===== src/rtl/fp_product_normalizer.sv =====
// Post-multiply normalize / round-to-nearest-even stage for the single-precision multiply path.
// Two registered stages: stage 1 normalizes the raw 2.46 product, stage 2 rounds and packs.
module fp_product_normalizer #(
   parameter int BIAS  = 127,
   parameter int EXP_W = 10
) (
   input  logic        clk,
   input  logic        rst,
   input  logic        in_valid,
   output logic        in_ready,
   input  logic [47:0] p,
   input  logic [7:0]  exp_a,
   input  logic [7:0]  exp_b,
   input  logic        sign,
   output logic        out_valid,
   input  logic        out_ready,
   output logic [31:0] result,
   output logic        ovf,
   output logic        unf
);

   localparam logic signed [EXP_W-1:0] BIAS_W   = EXP_W'(BIAS);
   localparam logic signed [EXP_W-1:0] EXP_MAX  = EXP_W'(255);
   localparam logic signed [EXP_W-1:0] EXP_ZERO = '0;

   // Handshake: an item moves across a boundary only on a rising edge where valid & ready
   // are both high; a producer holds valid and data stable until that happens, and a
   // stage whose downstream is stalled keeps its contents unchanged.
   logic en1, en2;
   logic v1, v2;

   // stage 1 registers
   logic signed [EXP_W-1:0] e1;
   logic                    sign1, zero1, guard1, sticky1;
   logic [22:0]             frac1;

   // stage 1 next values
   logic signed [EXP_W-1:0] exp_sum;
   logic [22:0]             frac_d;
   logic                    guard_d, sticky_d;

   // stage 2 next values
   logic                    round_up, carry;
   logic [23:0]             frac_sum;
   logic signed [EXP_W-1:0] exp2;
   logic [31:0]             result_d;
   logic                    ovf_d, unf_d;

   assign en2       = !v2 || out_ready;
   assign en1       = !v1 || en2;
   assign in_ready  = en1;
   assign out_valid = v2;

   // An MSB-set product is in [2,4): take one extra bit off the bottom and bump the exponent.
   assign exp_sum = $signed({{(EXP_W-8){1'b0}}, exp_a})
                  + $signed({{(EXP_W-8){1'b0}}, exp_b})
                  - BIAS_W
                  + $signed({{(EXP_W-1){1'b0}}, p[47]});

   always_comb begin
      frac_d   = p[45:23];
      guard_d  = p[22];
      sticky_d = |p[21:0];
      if (p[47]) begin
         frac_d   = p[46:24];
         guard_d  = p[23];
         sticky_d = |p[22:0];
      end
   end

   always_ff @(posedge clk or posedge rst) begin
      if (rst) begin
         v1      <= 1'b0;
         e1      <= '0;
         sign1   <= 1'b0;
         zero1   <= 1'b0;
         frac1   <= '0;
         guard1  <= 1'b0;
         sticky1 <= 1'b0;
      end else if (en1) begin
         v1 <= in_valid;
         if (in_valid) begin
            e1      <= exp_sum;
            sign1   <= sign;
            zero1   <= (p == 48'd0);
            frac1   <= frac_d;
            guard1  <= guard_d;
            sticky1 <= sticky_d;
         end
      end
   end

   // {1,frac}+r overflows 24 bits exactly when frac+r overflows 23 bits, so the
   // hidden bit never needs to be carried through the adder.
   assign round_up = guard1 && (sticky1 || frac1[0]);
   assign frac_sum = {1'b0, frac1} + {23'd0, round_up};
   assign carry    = frac_sum[23];
   assign exp2     = e1 + $signed({{(EXP_W-1){1'b0}}, carry});

   always_comb begin
      result_d = {sign1, exp2[7:0], frac_sum[22:0]};
      ovf_d    = 1'b0;
      unf_d    = 1'b0;
      if (zero1) begin
         result_d = {sign1, 31'd0};
      end else if (exp2 >= EXP_MAX) begin
         result_d = {sign1, 8'hFF, 23'd0};
         ovf_d    = 1'b1;
      end else if (exp2 <= EXP_ZERO) begin
         result_d = {sign1, 31'd0};
         unf_d    = 1'b1;
      end
   end

   always_ff @(posedge clk or posedge rst) begin
      if (rst) begin
         v2     <= 1'b0;
         result <= '0;
         ovf    <= 1'b0;
         unf    <= 1'b0;
      end else if (en2) begin
         v2 <= v1;
         if (v1) begin
            result <= result_d;
            ovf    <= ovf_d;
            unf    <= unf_d;
         end
      end
   end

endmodule


===== config.mk =====
export PLATFORM = sky130hd
export DESIGN_NAME = fp_product_normalizer
export DESIGN_NICKNAME = d
export VERILOG_FILES = /design/src/rtl/fp_product_normalizer.sv
export SDC_FILE = /design/constraint.sdc
export NUM_CORES = 1
export LEC_CHECK = 0
export BUFFER_PORTS_ARGS = -buffer_cell sky130_fd_sc_hd__buf_4
export CORE_ASPECT_RATIO = 0.75
export CORE_UTILIZATION = 45
export DETAILED_ROUTE_END_ITERATION = 7
export MAX_ROUTING_LAYER = met4
export PLACE_DENSITY = 0.69
export SLEW_MARGIN = 20
export SYNTH_ARGS = -nofsm -noshare
export SYNTH_HDL_FRONTEND = slang
export SYNTH_SLANG_ARGS = --single-unit

===== constraint.sdc =====
create_clock -name clk -period 10.2 [get_ports clk]
set_input_delay 1.02 -clock clk [delete_from_list [all_inputs] [get_ports clk]]
set_output_delay 1.02 -clock clk [all_outputs]
set_load 0.02 [all_outputs]

== Word-level counts from Yosys, hierarchy flattened ==
Cells that the tools add are included.

* Output and inout bits: 36
* Flip-flop bits (word level): 73
* Input bits: 69
* Word-level logic and storage cells: 40

* Reduce and logical (&&, ||, !) cells: 11
* Add/sub/neg operators: 5
* Magnitude comparators: 2
* Multiplexer cells: 11

{| class="wikitable"
|+ Operator list
! operator !! count
|-
| 2-to-1 mux 31 bit || 3
|-
| logical NOT 48 bit || 1
|-
| adder 23 x 1 -> 24 bit || 1
|-
| 2-to-1 mux 23 bit || 1
|-
| OR reduction 23 bit || 1
|-
| OR reduction 22 bit || 1
|-
| adder 10 x 2 -> 10 bit || 2
|-
| >= comparator 10 x 9 -> 1 bit, second input constant || 1
|-
| less-or-equal comparator 10 x 1 -> 1 bit, second input constant || 1
|-
| subtractor 9 x 7 -> 10 bit, second input constant || 1
|-
| adder 8 x 8 -> 9 bit || 1
|-
| 2-to-1 mux 1 bit || 7
|-
| AND reduction 2 bit || 2
|-
| logical OR 1 bit || 3
|-
| logical NOT 1 bit || 2
|-
| logical AND 1 bit || 1
|}

== Depth between registers and ports, before layout ==
* Depth after elaboration: 8
* Gate-level depth with buffers: 17

== Worst setup path after synthesis ==
OpenSTA, ideal clock, no wires.

* Path kind: in2reg
* From: input port p[47]
* To: register e1[8]
* Required time: 10.135 ns
* Path buffers: 2
* Slack: 6.485 ns
* Stages on the path: 14
* Arrival: 3.651 ns
* Path through: clkbuf_1 buf_1 inv_1 ha_1 inv_1 ha_1 inv_1 fa_1 nor2b_1 o21a_1 o21a_1 o21ai_0 nor4b_1 a211o_1

* Word-level cells in the longest chain between the ends: 1

{| class="wikitable"
|+ RTL lines
! what !! RTL line !! source
|-
| start: declaration || 11 || <nowiki>input logic [47:0] p,</nowiki>
|-
| adder 10 x 2 -> 10 bit || 58 || <nowiki>+ $signed({{(EXP_W-1){1'b0}}, p[47]});</nowiki>
|-
| end signal: assignment || 83 || <nowiki>e1 <= exp_sum;</nowiki>
|-
| end: declaration || 33 || <nowiki>logic signed [EXP_W-1:0] e1;</nowiki>
|}

No other way between the ends.
A chain may end at the register's enable or synchronous reset.

== Final worst setup path ==
* From: register frac1[0]
* To: register result[9]

* Word-level cells in the longest chain between the ends: 8

{| class="wikitable"
|+ RTL lines
! what !! RTL line !! source
|-
| start: declaration || 35 || <nowiki>logic [22:0] frac1;</nowiki>
|-
| start signal: assignment || 86 || <nowiki>frac1 <= frac_d;</nowiki>
|-
| logical OR 1 bit || 95 || <nowiki>assign round_up = guard1 && (sticky1 || frac1[0]);</nowiki>
|-
| logical AND 1 bit || 95 ||
|-
| adder 23 x 1 -> 24 bit * || 96 || <nowiki>assign frac_sum = {1'b0, frac1} + {23'd0, round_up};</nowiki>
|-
| adder 10 x 2 -> 10 bit || 98 || <nowiki>assign exp2 = e1 + $signed({{(EXP_W-1){1'b0}}, carry});</nowiki>
|-
| less-or-equal comparator 10 x 1 -> 1 bit || 109 || <nowiki>end else if (exp2 <= EXP_ZERO) begin</nowiki>
|-
| 2-to-1 mux 31 bit || 109 ||
|-
| 2-to-1 mux 31 bit * || 106 || <nowiki>end else if (exp2 >= EXP_MAX) begin</nowiki>
|-
| 2-to-1 mux 31 bit * || 104 || <nowiki>if (zero1) begin</nowiki>
|-
| end signal: assignment || 124 || <nowiki>result <= result_d;</nowiki>
|-
| end: declaration || 17 || <nowiki>output logic [31:0] result,</nowiki>
|}

Every way passes the cells marked *; elsewhere a longest branch is shown, timed or not.

==> flow_metrics.tcl <==
set metrics [dict create \
    drt_drc_violations_left 0 \
    gr-usage-met1_pct 33.3 \
    p_sw_share_pct 31.2 \
    instances_no_fill 665 \
    hold_viol_final 0 \
    cp-end-kind "register" \
    port_buffers 104 \
    crit_type "reg -> reg" \
    power_frac_clock_pct 34.8 \
    core_area_um2 9080 \
    synth-seq-cells 73 \
    finalPower_w 0.00113 \
    synth-edff-count 0 \
    grt_pass1_wl_um 16000 \
    ant_nets 0 \
    fin_skew_ns 0.00498 \
    seqPwrFrac_pct 36.8 \
    switching_power_w 0.000353 \
    drt-wirelength-per-cell_um 14.5 \
    area_growth_syn_to_layout_pct 29.4 \
    yosysSeqAreaShare_pct 43.1 \
    cap_violations 0 \
    synth_largest_area_cell "dfrtp_1" \
    post_cts_resized 0 \
    nets 622 \
    timing.fmax_mhz 233 \
    dieWidth_um 114 \
    min_period_over_period_pct 42.0 \
    rr_endpoint "result[9]" \
    num_io_pins 105 \
    seq_area_um2 1830 \
    drt-total-wl_um 9610 \
    powerDensity_nw_per_um2 206 \
    root_buffer "clkbuf_16" \
    clock_sinks 73 \
    hpwl_um 7470 \
    ctsHoldBuffers 0 \
    combPwrFrac_pct 28.3 \
    maxSlewHeadroom_pct 41.3 \
    r2r_cells 16 \
    synthCells 432 \
    avgSynthCellArea_um2 9.81 \
    cts.path.max_buffers 2 \
    finalSetupTns_ns 0 \
    hold_class "reg -> reg" \
    htree_levels 3 \
    clk_pin_slew_worst_paths_ns 0.06 \
    antenna_found_initial 0 \
    final_cell_area_um2 5480 \
    peakVddDrop_v 0.0000832 \
    timing.reg2reg.setup_slack_ns 5.91 \
    firstDrtPassIters 4 \
    drive_above_1_share_pct 30.0 \
    synth_nets 522 \
    cts_tree "built" \
    synth_cell_type_count 49 \
    synthArstFlopShare_pct 100 \
    intPower_w 0.000776 \
    die-height_um 86.0 \
    synth.most_common_cell "nand2_1" \
    grt_busiest_layer "met1" \
    yosysTopAreaCellShare_pct 43.1 \
    slew_viol_final 0 \
    dp.cells 649 \
    timing.rr.start "frac1[0]" \
    post_cts_buffers 0 \
    yosysWarningCount 0 \
    via_count 3418 \
    die_area_um2 9810 \
    arrival_ns 4.48 \
    grt_use_met3_pct 4.81 \
    grt_pass1_vias 3217 \
    min_to "ovf" \
    start_util_pct 46.7 \
    period_minus_slack_ns 4.29 \
    gr-total-overflow 0 \
    grt_max_degree 74 \
    crit_path_start "frac1[0]" \
    power.leakage_nw 2.56 \
    fin_hold_ws_ns 0.476 \
    num_rows 30 \
    startpoint_type "register" \
    synth_area_leaders "dfrtp_1 43%, nand2_1 6.6%, ha_1 5.9%" \
    clk_latency_ns 0.33 \
    worstPathRequired_ns 10.40 \
    holdCritStartpoint "ovf" \
    multi_input_area_um2 2240 \
    status "finished clean" \
    crit_fanout 23 \
    grt_setup_unrepaired "no" \
    viasPerCell 5.14 \
    netlist_area_um2 4240 \
    cts_buffers 9 \
    placed_cell_area_um2 5110 \
    use_met2_pct 28.4 \
    insertedDiodeCount 0 \
    whs_path_depth 1 \
    grt_usage_pct 21.7 \
    fillers 809 \
    ys.flop_type "dfrtp_1" \
    place_congestion 0.817 \
    drtIter0Drc 174 \
    setup_viol 0 \
    tightest_slew_ns 0.881 \
    ys_top_cells_by_count "74 x nand2_1, 73 x dfrtp_1, 37 x o21ai_0, 24 x mux2i_1, 22 x xor2_1" \
]
==> per-layer routing <==
metal | routed length (um) | vias up | part of all wire (%)
met1 | 5220 | 1565 | 54
met3 | 468 | 9 | 4.9
met2 | 3820 | 101 | 40
li1 | - | 1743 | -
met4 | 99 | 0 | 1.0
met5 | 0 | - | 0
==> cells by family (layout without fill, tap and decap cells) <==
| group | after synthesis | in the layout | synth area share (%) |
|---|---|---|---|
| buf+inv | 37 | 142 | 4.07 |
| compound gates | 88 | 88 | 15.3 |
| fa+ha+maj | 21 | 21 | 6.38 |
| flops | 73 | 73 | 43.1 |
| mux | 28 | 28 | 6.79 |
| xor+xnor | 34 | 34 | 7.03 |
| simple gates | 151 | 151 | 17.3 |
==> critical path: stages, from the launching register on <==
cell	delay (ns)
dfrtp_1	0.37
o21a_1	0.14
ha_1	0.20
nand2_1	0.08
nor3_1	0.39
nand4_1	0.28
nor2_1	0.22
and3_1	0.20
ha_1	0.23
ha_1	0.31
nand3_1	0.15
nor2_1	0.15
xnor2_1	0.16
o41a_1	0.52
o31ai_4	0.22
buf_4	0.36
o21ai_0	0.15
==> how the worst max path moves through the flow <==
stage / depth (start not counted) / slack (ns) / endpoint
floorplan: 14 / 6.48 / e1[8]
global placement: 16 / 6.11 / result[9]
detailed placement: 16 / 5.93 / result[9]
CTS: 16 / 5.92 / result[9]
global route: 16 / 5.57 / result[9]
finish: 16 / 5.91 / result[9]
==> power groups by stage <==
stage	registers [W]	clock network (W)	logic [W]
2_1_floorplan	0.000448	0	0.000164
3_3_place_gp	0.000417	0	0.000314
3_5_place_dp	0.000420	0	0.000321
4_1_cts	0.000415	0.000399	0.000322
5_1_grt	0.000425	0.000412	0.000350
6_report	0.000416	0.000393	0.000319
==> layout make-up <==
cell class | instances | share of cell area [%]
Clock buffer | 11 | 4.61
Sequential cell | 73 | 33.3
Timing Repair Buffer | 108 | 14.8
Multi-Input combinational cell | 322 | 40.9
Clock inverter | 5 | 2.28
Inverter | 18 | 1.23
Tap cell | 128 | 2.92
==> flip-flops by register name, summed over array words and instances, names as in the netlist <==
signal     flops
sign1          1
frac1         23
v1             1
unf            1
ovf            1
result        32
zero1          1
guard1         1
sticky1        1
e1            10
out_valid      1
==> layout by cell type, fill, tap and decap left out, drive strengths merged, types with 13 or more instances in the layout <==
cell type	n
mux2i	25
nand2	74
ha	20
dfrtp	73
buf	108
o21ai	57
xor2	22
nor2	13
inv	18
==> stage by stage <==
step                setup slack [ns]  utilization (%)
floorplan                       6.48                -
global placement                6.11             56.2
detailed placement              5.93             56.2
CTS                             5.92             60.4
global route                    5.57             60.4
finish                          5.91             60.4
Note: power is estimated with default switching activity, not from simulation.
